File: config.mk
export PLATFORM = sky130hd
export DESIGN_NAME = lc3_mem_sequencer
export DESIGN_NICKNAME = d
export VERILOG_FILES = /design/src/rtl/lc3_mem_sequencer.sv
export SDC_FILE = /design/constraint.sdc
export NUM_CORES = 1
export LEC_CHECK = 0
export CORE_ASPECT_RATIO = 0.7
export CORE_MARGIN = 3
export CORE_UTILIZATION = 36
export CTS_CLUSTER_SIZE = 28
export DETAILED_ROUTE_END_ITERATION = 10
export PLACE_DENSITY = 0.77
export REMOVE_ABC_BUFFERS = 1
export SETUP_SLACK_MARGIN = 0.2
export SLEW_MARGIN = 25
export SYNTH_ARGS = -nofsm -noshare
export SYNTH_HDL_FRONTEND = slang
export SYNTH_SLANG_ARGS = --single-unit
File: constraint.sdc
create_clock -name CLK -period 1.54 [get_ports CLK]
set_input_delay 0.385 -clock CLK [delete_from_list [all_inputs] [get_ports CLK]]
set_output_delay 0.385 -clock CLK [all_outputs]
set_load 0.01 [all_outputs]
File: src/rtl/lc3_mem_sequencer.sv
// rtl/lc3_mem_sequencer.sv - LC3 data-memory access sequencer driving MAR_LE/MAR_CONTROL/WE and capturing MDR
// Optional 12-bit address bounds checking is enabled by defining LC3_MEM_BOUNDS_EN.
module lc3_mem_sequencer #(
  parameter int unsigned READ_LAT = 1
) (
  input  logic        CLK,
  input  logic        RESET,
  input  logic        REQ,
  input  logic [2:0]  OP,
  input  logic [15:0] Y,
  input  logic [15:0] DATA,
  output logic        MAR_LE,
  output logic        MAR_CONTROL,
  output logic        WE,
  output logic [15:0] MDR,
  output logic        BUSY,
  output logic        DONE,
  output logic        ERR
);

  localparam logic [2:0] S_IDLE  = 3'd0;
  localparam logic [2:0] S_ADDR  = 3'd1;
  localparam logic [2:0] S_WAIT  = 3'd2;
  localparam logic [2:0] S_READ  = 3'd3;
  localparam logic [2:0] S_WRITE = 3'd4;
  localparam logic [2:0] S_FIN   = 3'd5;

  localparam logic [2:0] OP_LDI = 3'd2;
  localparam logic [2:0] OP_ST  = 3'd3;
  localparam logic [2:0] OP_STI = 3'd4;

  localparam logic [2:0] WAIT_INIT = 3'(READ_LAT - 1);

  logic [2:0]  state_q, state_d;
  logic [2:0]  op_q, op_d;
  logic        ind_q, ind_d;
  logic [2:0]  cnt_q, cnt_d;
  logic [15:0] mdr_q, mdr_d;
  logic        err_q, err_d;

  logic op_rsvd;
  logic op_ind;
  logic ind_pass;
  logic y_fault;
  logic data_fault;
  logic unused_y;

  assign op_rsvd  = (op_q > OP_STI);
  assign op_ind   = (op_q == OP_LDI) || (op_q == OP_STI);
  // First READ of an indirect op fetches the pointer rather than the result.
  assign ind_pass = (state_q == S_READ) && op_ind && !ind_q;

`ifdef LC3_MEM_BOUNDS_EN
  assign y_fault    = |Y[15:12];
  assign data_fault = |DATA[15:12];
`else
  assign y_fault    = 1'b0;
  assign data_fault = 1'b0;
`endif

  // Y reaches MAR directly in the memory stage; here it only feeds the bounds check.
  assign unused_y = ^Y;

  always_comb begin
    state_d = state_q;
    op_d    = op_q;
    ind_d   = ind_q;
    cnt_d   = cnt_q;
    mdr_d   = mdr_q;
    err_d   = err_q;
    case (state_q)
      S_IDLE: begin
        if (REQ) begin
          op_d    = OP;
          ind_d   = 1'b0;
          err_d   = 1'b0;
          state_d = S_ADDR;
        end
      end
      S_ADDR: begin
        if (op_rsvd) begin
          state_d = S_FIN;
        end else if (y_fault) begin
          err_d   = 1'b1;
          state_d = S_FIN;
        end else if (op_q == OP_ST) begin
          state_d = S_WRITE;
        end else begin
          cnt_d   = WAIT_INIT;
          state_d = S_WAIT;
        end
      end
      S_WAIT: begin
        if (cnt_q == 3'd0) begin
          state_d = S_READ;
        end else begin
          cnt_d = cnt_q - 3'd1;
        end
      end
      S_READ: begin
        if (ind_pass) begin
          if (data_fault) begin
            err_d   = 1'b1;
            state_d = S_FIN;
          end else begin
            ind_d = 1'b1;
            if (op_q == OP_LDI) begin
              cnt_d   = WAIT_INIT;
              state_d = S_WAIT;
            end else begin
              state_d = S_WRITE;
            end
          end
        end else begin
          mdr_d   = DATA;
          state_d = S_FIN;
        end
      end
      S_WRITE: state_d = S_FIN;
      S_FIN:   state_d = S_IDLE;
      default: state_d = S_IDLE;
    endcase
  end

  always_ff @(posedge CLK or posedge RESET) begin
    if (RESET) begin
      state_q <= S_IDLE;
      op_q    <= 3'd0;
      ind_q   <= 1'b0;
      cnt_q   <= 3'd0;
      mdr_q   <= 16'd0;
      err_q   <= 1'b0;
    end else begin
      state_q <= state_d;
      op_q    <= op_d;
      ind_q   <= ind_d;
      cnt_q   <= cnt_d;
      mdr_q   <= mdr_d;
      err_q   <= err_d;
    end
  end

  // Without bounds checking both fault terms are constant 0, so ERR reduces to 0.
  assign MAR_LE      = ((state_q == S_ADDR) && !op_rsvd && !y_fault) ||
                       (ind_pass && !data_fault);
  assign MAR_CONTROL = ind_pass && !data_fault;
  assign WE          = (state_q == S_WRITE);
  assign BUSY        = (state_q != S_IDLE);
  assign DONE        = (state_q == S_FIN);
  assign ERR         = (state_q == S_FIN) && err_q;
  assign MDR         = mdr_q;

endmodule

==> impl_metrics.env, run 1 <==
export IMPL_gr_usage_met1_pct=18.7
export IMPL_pin_count=60
export IMPL_drive_gt1_share_pct=55.5
export IMPL_maxCapViolCount=0
export IMPL_setup_viol=28
export IMPL_cts_num_sinks=26
export IMPL_pre_cts_ws_ns=-0.402
export IMPL_synth_top_area_share_pct=51.5
export IMPL_place_hpwl_microns=2210
export IMPL_yosysTopAreaCell="dfrtp_1"
export IMPL_ys_seq_area_share_pct=51.5
export IMPL_clk_pin_slew_ns=0.10
export IMPL_tns_ns=-4.66
export IMPL_synth_area_leaders="dfrtp_1, mux2_4, mux2_2, nor2_1, ha_1"
export IMPL_drt_iter0_drc=31
export IMPL_antenna_found_initial=0
export IMPL_dr_pass1_iters=4
export IMPL_status="finished with violations"
export IMPL_async_flop_share_pct=100
export IMPL_finalHoldViolCount=0
export IMPL_ir_drop_mv=1.13
export IMPL_grtUsageMet3_pct=5.05
export IMPL_initial_utilization_pct=38.8
export IMPL_vias_per_cell=4.85
export IMPL_seqCellArea_sq_um=653
export IMPL_cts_root_buf="clkbuf_8"
export IMPL_fillers=225
export IMPL_leakagePower_nw=1.05
export IMPL_grt_busiest_layer="met2"
export IMPL_grt_pass1_wl_microns=5620
export IMPL_grt_pass1_vias=1159
export IMPL_cp_max_fo=3
export IMPL_grt_max_degree=27
export IMPL_use_met2_pct=30.9
export IMPL_path_class="reg2out"
export IMPL_h_tree_depth=1
export IMPL_cts_tree="done"
export IMPL_crit_arrival_ns=1.43
export IMPL_synth_cell_area_sq_um=1260
export IMPL_antenna_cells=0
export IMPL_maxSlewViolCount=0
export IMPL_multi_input_area_sq_um=674
export IMPL_violations="setup timing"
export IMPL_finalWeightedCongestion=0.881
export IMPL_hold_class="in2async"
export IMPL_yosysWarnings=0
export IMPL_rsz0062_at_grt="true"
export IMPL_wirelength_microns=3770
export IMPL_cp_start_kind="flop"
export IMPL_area_growth_pct=82.0
export IMPL_die_y_microns=55.5
export IMPL_power_density_nw_per_um2=2010
export IMPL_syn_avg_cell_area_sq_um=13.0
export IMPL_fmax_mhz=552
export IMPL_synth_ff_type="dfrtp_1"
export IMPL_num_rows=17
export IMPL_finClkSkew_ns=0.00926
export IMPL_ant_nets=0
export IMPL_vias=1110
export IMPL_yosys_register_bits=26
export IMPL_synth_edf_count=0
export IMPL_die_w_microns=76.8
export IMPL_clk_path_buf_depth=2
export IMPL_netlist_instances=97
export IMPL_period_minus_slack_ns=1.81
export IMPL_grt_usage_pct=16.8
export IMPL_timing_hold_ws_ns=0.458
export IMPL_wire_per_inst_microns=16.5
export IMPL_end_kind="primary output"
export IMPL_core_sq_um=3250
export IMPL_rrSetupSlack_ns=-0.20
export IMPL_timing_final_crit_share_pct=118
export IMPL_cts_buffers=3
export IMPL_gr_total_overflow=0
export IMPL_die_area_sq_um=4260
export IMPL_port_buffers=42
export IMPL_p_total_mw=4.62
export IMPL_synth_cell_types=35
export IMPL_final_nets=223
export IMPL_critical_path_required_ns=1.15
export IMPL_drc=0
export IMPL_setup_ws_ns=-0.271
export IMPL_clk_latency_ns=0.27
-- report_power, final --
part           internal (mW)  total (mW)  switching [mW]
Clock                  0.348       0.569           0.221
Sequential             0.988        1.17           0.181
Combinational           1.73        2.88            1.15
-- repair_timing --
| action | in CTS | in global routing |
|---|---|---|
| buffers inserted | 19 | 9 |
| resized for setup | 70 | 36 |
| endpoints found under the setup margin | 46 | 44 |
| hold buffers | 0 | 0 |
| pin swaps | 8 | 7 |
-- through the flow --
| step | area [sq um] | util (%) | cells |
|---|---|---|---|
| CTS | 2120 | 65.1 | 220 |
| global placement | 1820 | 55.9 | 197 |
| global route | 2300 | 70.6 | 229 |
| detailed placement | 1820 | 55.9 | 197 |
| floorplan | 1210 | - | 91 |
| finish | 2300 | 70.6 | 229 |
-- cells by family after synthesis --
family | Yosys count | synth area share (%)
flip-flops | 26 | 51.5
AND/OR/NAND/NOR | 23 | 11.8
multiplexers | 19 | 19.9
AO/OA/AOI/OAI | 13 | 7.53
buffers and inverters | 11 | 5.45
adder cells (fa/ha/maj) | 3 | 2.77
other | 1 | 0.297
XOR/XNOR | 1 | 0.694
-- critical path, stage by stage (launching register included) --
cell,delay (ns)
dfrtp_1,0.40
xnor2_1,0.13
or3_4,0.36
a21oi_2,0.13
buf_2,0.14
-- cells in the mapped netlist (2+ instances only) --
cell       number
o31ai_1         2
mux2_4         10
nor2_1          8
o2bb2ai_1       2
mux2_2          9
dfrtp_1        26
ha_1            2
o21ai_0         2
inv_1           5
a21o_1          2
clkbuf_1        3
nand3b_1        3
-- path summary, 6_finish.rpt --
check / cells after the start / startpoint / endpoint
worst max-delay path: 4 / op_q[2]$_DFFE_PP0P_ / MAR_LE
worst max register to register: 6 / op_q[2]$_DFFE_PP0P_ / MDR[2]$_DFFE_PP0P_
max in group asynchronous: 3 / RESET / state_q[1]$_DFFE_PP0P_
worst min-delay path: 3 / RESET / MDR[7]$_DFFE_PP0P_
worst min register to register: 1 / MDR[13]$_DFFE_PP0P_ / MDR[13]$_DFFE_PP0P_
min in group CLK: 1 / MDR[13]$_DFFE_PP0P_ / MDR[13]$_DFFE_PP0P_
-- cell usage in the layout (no fill, tap or decap), types with 3 or more instances in the layout --
master / n
buf_4: 28
buf_6: 20
clkbuf_8: 3
clkdlybuf4s15_1: 14
clkdlybuf4s50_1: 21
dfrtp_1: 24
inv_1: 4
mux2_2: 8
mux2_4: 11
nand3b_1: 3
nor2_1: 4
nor2_4: 4
-- state kept, by name (all words and copies together) (netlist names) --
register / count
MDR: 16
cnt_q: 3
op_q: 3
state_q: 3
ind_q: 1
-- area by class of cell --
class / count / area share (%)
Timing Repair Buffer: 87 / 35.7
Sequential cell: 26 / 28.4
Clock inverter: 1 / 1.31
Inverter: 5 / 0.817
Multi-Input combinational cell: 60 / 29.4
Tap cell: 47 / 2.56
Clock buffer: 3 / 1.80
-- routing by layer --
metal | up-vias | share of wire (%)
met1 | 554 | 39
met5 | - | 0
met2 | 39 | 53
met4 | 0 | 2.4
met3 | 8 | 5.4
li1 | 509 | -
No activity file was read; power rests on OpenSTA's default activity.
==> inputs of run 2 (changes only) <==
- clock period: 1.54 -> 1.5 ns (I/O delays scaled with it)
==> run 2 against run 1 <==
The run still ends with setup timing left. Register-to-register slack worse by 0.06 ns. Routed wire length fell by 12%. Sequential power grew 4%. Final area is 8.9% lower. Clock skew fell by 0.0068 ns. Setup slack got worse by 0.035 ns. Die area unchanged. Worst hold slack improved by 0.036 ns. Non-clock buffer count down 11. Power is 5.7% lower. Critical endpoint is now MAR_CONTROL.
==> impl_metrics.env, run 2 (synthesis results as in run 1) <==
export IMPL_end_kind="primary output"
export IMPL_wire_per_inst_microns=15.3
export IMPL_p_total_mw=4.35
export IMPL_wirelength_microns=3330
export IMPL_grt_max_degree=27
export IMPL_grt_usage_pct=16.6
export IMPL_place_hpwl_microns=2140
export IMPL_grt_pass1_vias=1133
export IMPL_grt_pass1_wl_microns=5610
export IMPL_area_growth_pct=65.7
export IMPL_setup_ws_ns=-0.306
export IMPL_antenna_cells=0
export IMPL_final_cell_mix="dfrtp_1, buf_4, clkdlybuf4s50_1"
export IMPL_critical_path_required_ns=1.12
export IMPL_placed_cells=197
export IMPL_finClkSkew_ns=0.00243
export IMPL_leakagePower_nw=0.975
export IMPL_drt_iter0_drc=24
export IMPL_dpl_instance_area_sq_um=1820
export IMPL_cts_num_sinks=26
export IMPL_cp_start_kind="flop"
export IMPL_drc=0
export IMPL_timing_final_crit_share_pct=120
export IMPL_period_minus_slack_ns=1.81
export IMPL_cts_tree="done"
export IMPL_timing_hold_ws_ns=0.494
export IMPL_pre_cts_ws_ns=-0.435
export IMPL_setup_viol=24
export IMPL_cts_hold_buf=0
export IMPL_die_y_microns=55.5
export IMPL_dr_pass1_iters=4
export IMPL_finalWeightedCongestion=0.840
export IMPL_antenna_found_initial=0
export IMPL_core_sq_um=3250
export IMPL_clk_latency_ns=0.27
export IMPL_ir_drop_mv=0.883
export IMPL_rr_worst_depth=6
export IMPL_h_tree_depth=1
export IMPL_clk_path_buf_depth=2
export IMPL_cts_root_buf="clkbuf_8"
export IMPL_vias=1044
export IMPL_num_rows=17
export IMPL_largest_register_ffs=16
export IMPL_cp_max_fo=3
export IMPL_initial_utilization_pct=38.8
export IMPL_drive_gt1_share_pct=59.1
export IMPL_ant_nets=0
export IMPL_maxCapViolCount=0
export IMPL_hold_class="in2async"
export IMPL_finalInstanceArea_sq_um=2090
export IMPL_maxSlewViolCount=0
export IMPL_path_class="reg2out"
export IMPL_clk_pin_slew_ns=0.09
export IMPL_gr_total_overflow=0
export IMPL_crit_arrival_ns=1.43
export IMPL_port_buffers=42
export IMPL_pin_count=60
export IMPL_status="finished with violations"
export IMPL_die_area_sq_um=4260
export IMPL_fmax_mhz=554
export IMPL_rsz0062_at_grt="true"
export IMPL_die_w_microns=76.8
export IMPL_finalHoldViolCount=0
export IMPL_final_nets=212
export IMPL_power_density_nw_per_um2=2080
export IMPL_fin_cells=218
export IMPL_fillers=243
export IMPL_vias_per_cell=4.79
export IMPL_violations="setup timing"
export IMPL_cts_buffers=3
[run 2: where the power goes]
part	total (mW)	internal, mW	switching, mW	leakage [nW]
logic	2.56	1.52	1.05	0.626
clock network	0.576	0.357	0.219	0.0357
registers	1.22	1.01	0.201	0.313
total	4.35	2.89	1.47	0.975
[run 2: layout make-up]
type	count	area [sq um]	share of cell area (%)
Tap cell	47	58.8	2.81
Clock buffer	3	41.3	1.97
Sequential cell	26	653	31.2
Multi-Input combinational cell	60	646	30.9
Inverter	5	18.8	0.897
Clock inverter	1	30.0	1.44
Timing Repair Buffer	76	644	30.8
[run 2: final timing paths]
kind | startpoint | to | slack, ns
max | op_q[2]$_DFFE_PP0P_ | MAR_CONTROL | -0.31
min | RESET | MDR[9]$_DFFE_PP0P_ | 0.49
max reg2reg | op_q[2]$_DFFE_PP0P_ | MDR[8]$_DFFE_PP0P_ | -0.26
min reg2reg | cnt_q[1]$_DFFE_PP0P_ | cnt_q[1]$_DFFE_PP0P_ | 0.51
max in group asynchronous | RESET | state_q[0]$_DFFE_PP0P_ | 0.74
min in group CLK | cnt_q[1]$_DFFE_PP0P_ | cnt_q[1]$_DFFE_PP0P_ | 0.51
[run 2: timing repair]
action,4_1_cts,5_1_grt
endpoints found under the setup margin,46,46
buffers inserted,12,5
hold endpoints to repair,0,0
gates resized for setup,79,30
pin swaps,8,4
[run 2: worst max-delay path, cell delays in order (launching register included)]
cell and delay [ns]:
dfrtp_1 0.40, xnor2_1 0.13, or3_4 0.37, nor2_4 0.15, buf_6 0.11
[run 2: per-stage QoR]
step                      util (%)  TNS [ns]
after global placement        55.9     -6.19
after detailed placement      55.9     -7.41
final                         64.3     -5.30
after global routing          64.3     -6.54
after CTS                     63.5     -4.93
after floorplan                  -     -1.79
[run 2: layer usage]
| layer | share of wire, % | GRT usage, % | up-vias |
|---|---|---|---|
| met5 | 0 | 0 | - |
| met4 | 0.57 | 3.88 | 0 |
| met3 | 5.9 | 4.72 | 4 |
| met2 | 53 | 30.4 | 38 |
| met1 | 41 | 19.0 | 520 |
| li1 | - | - | 482 |
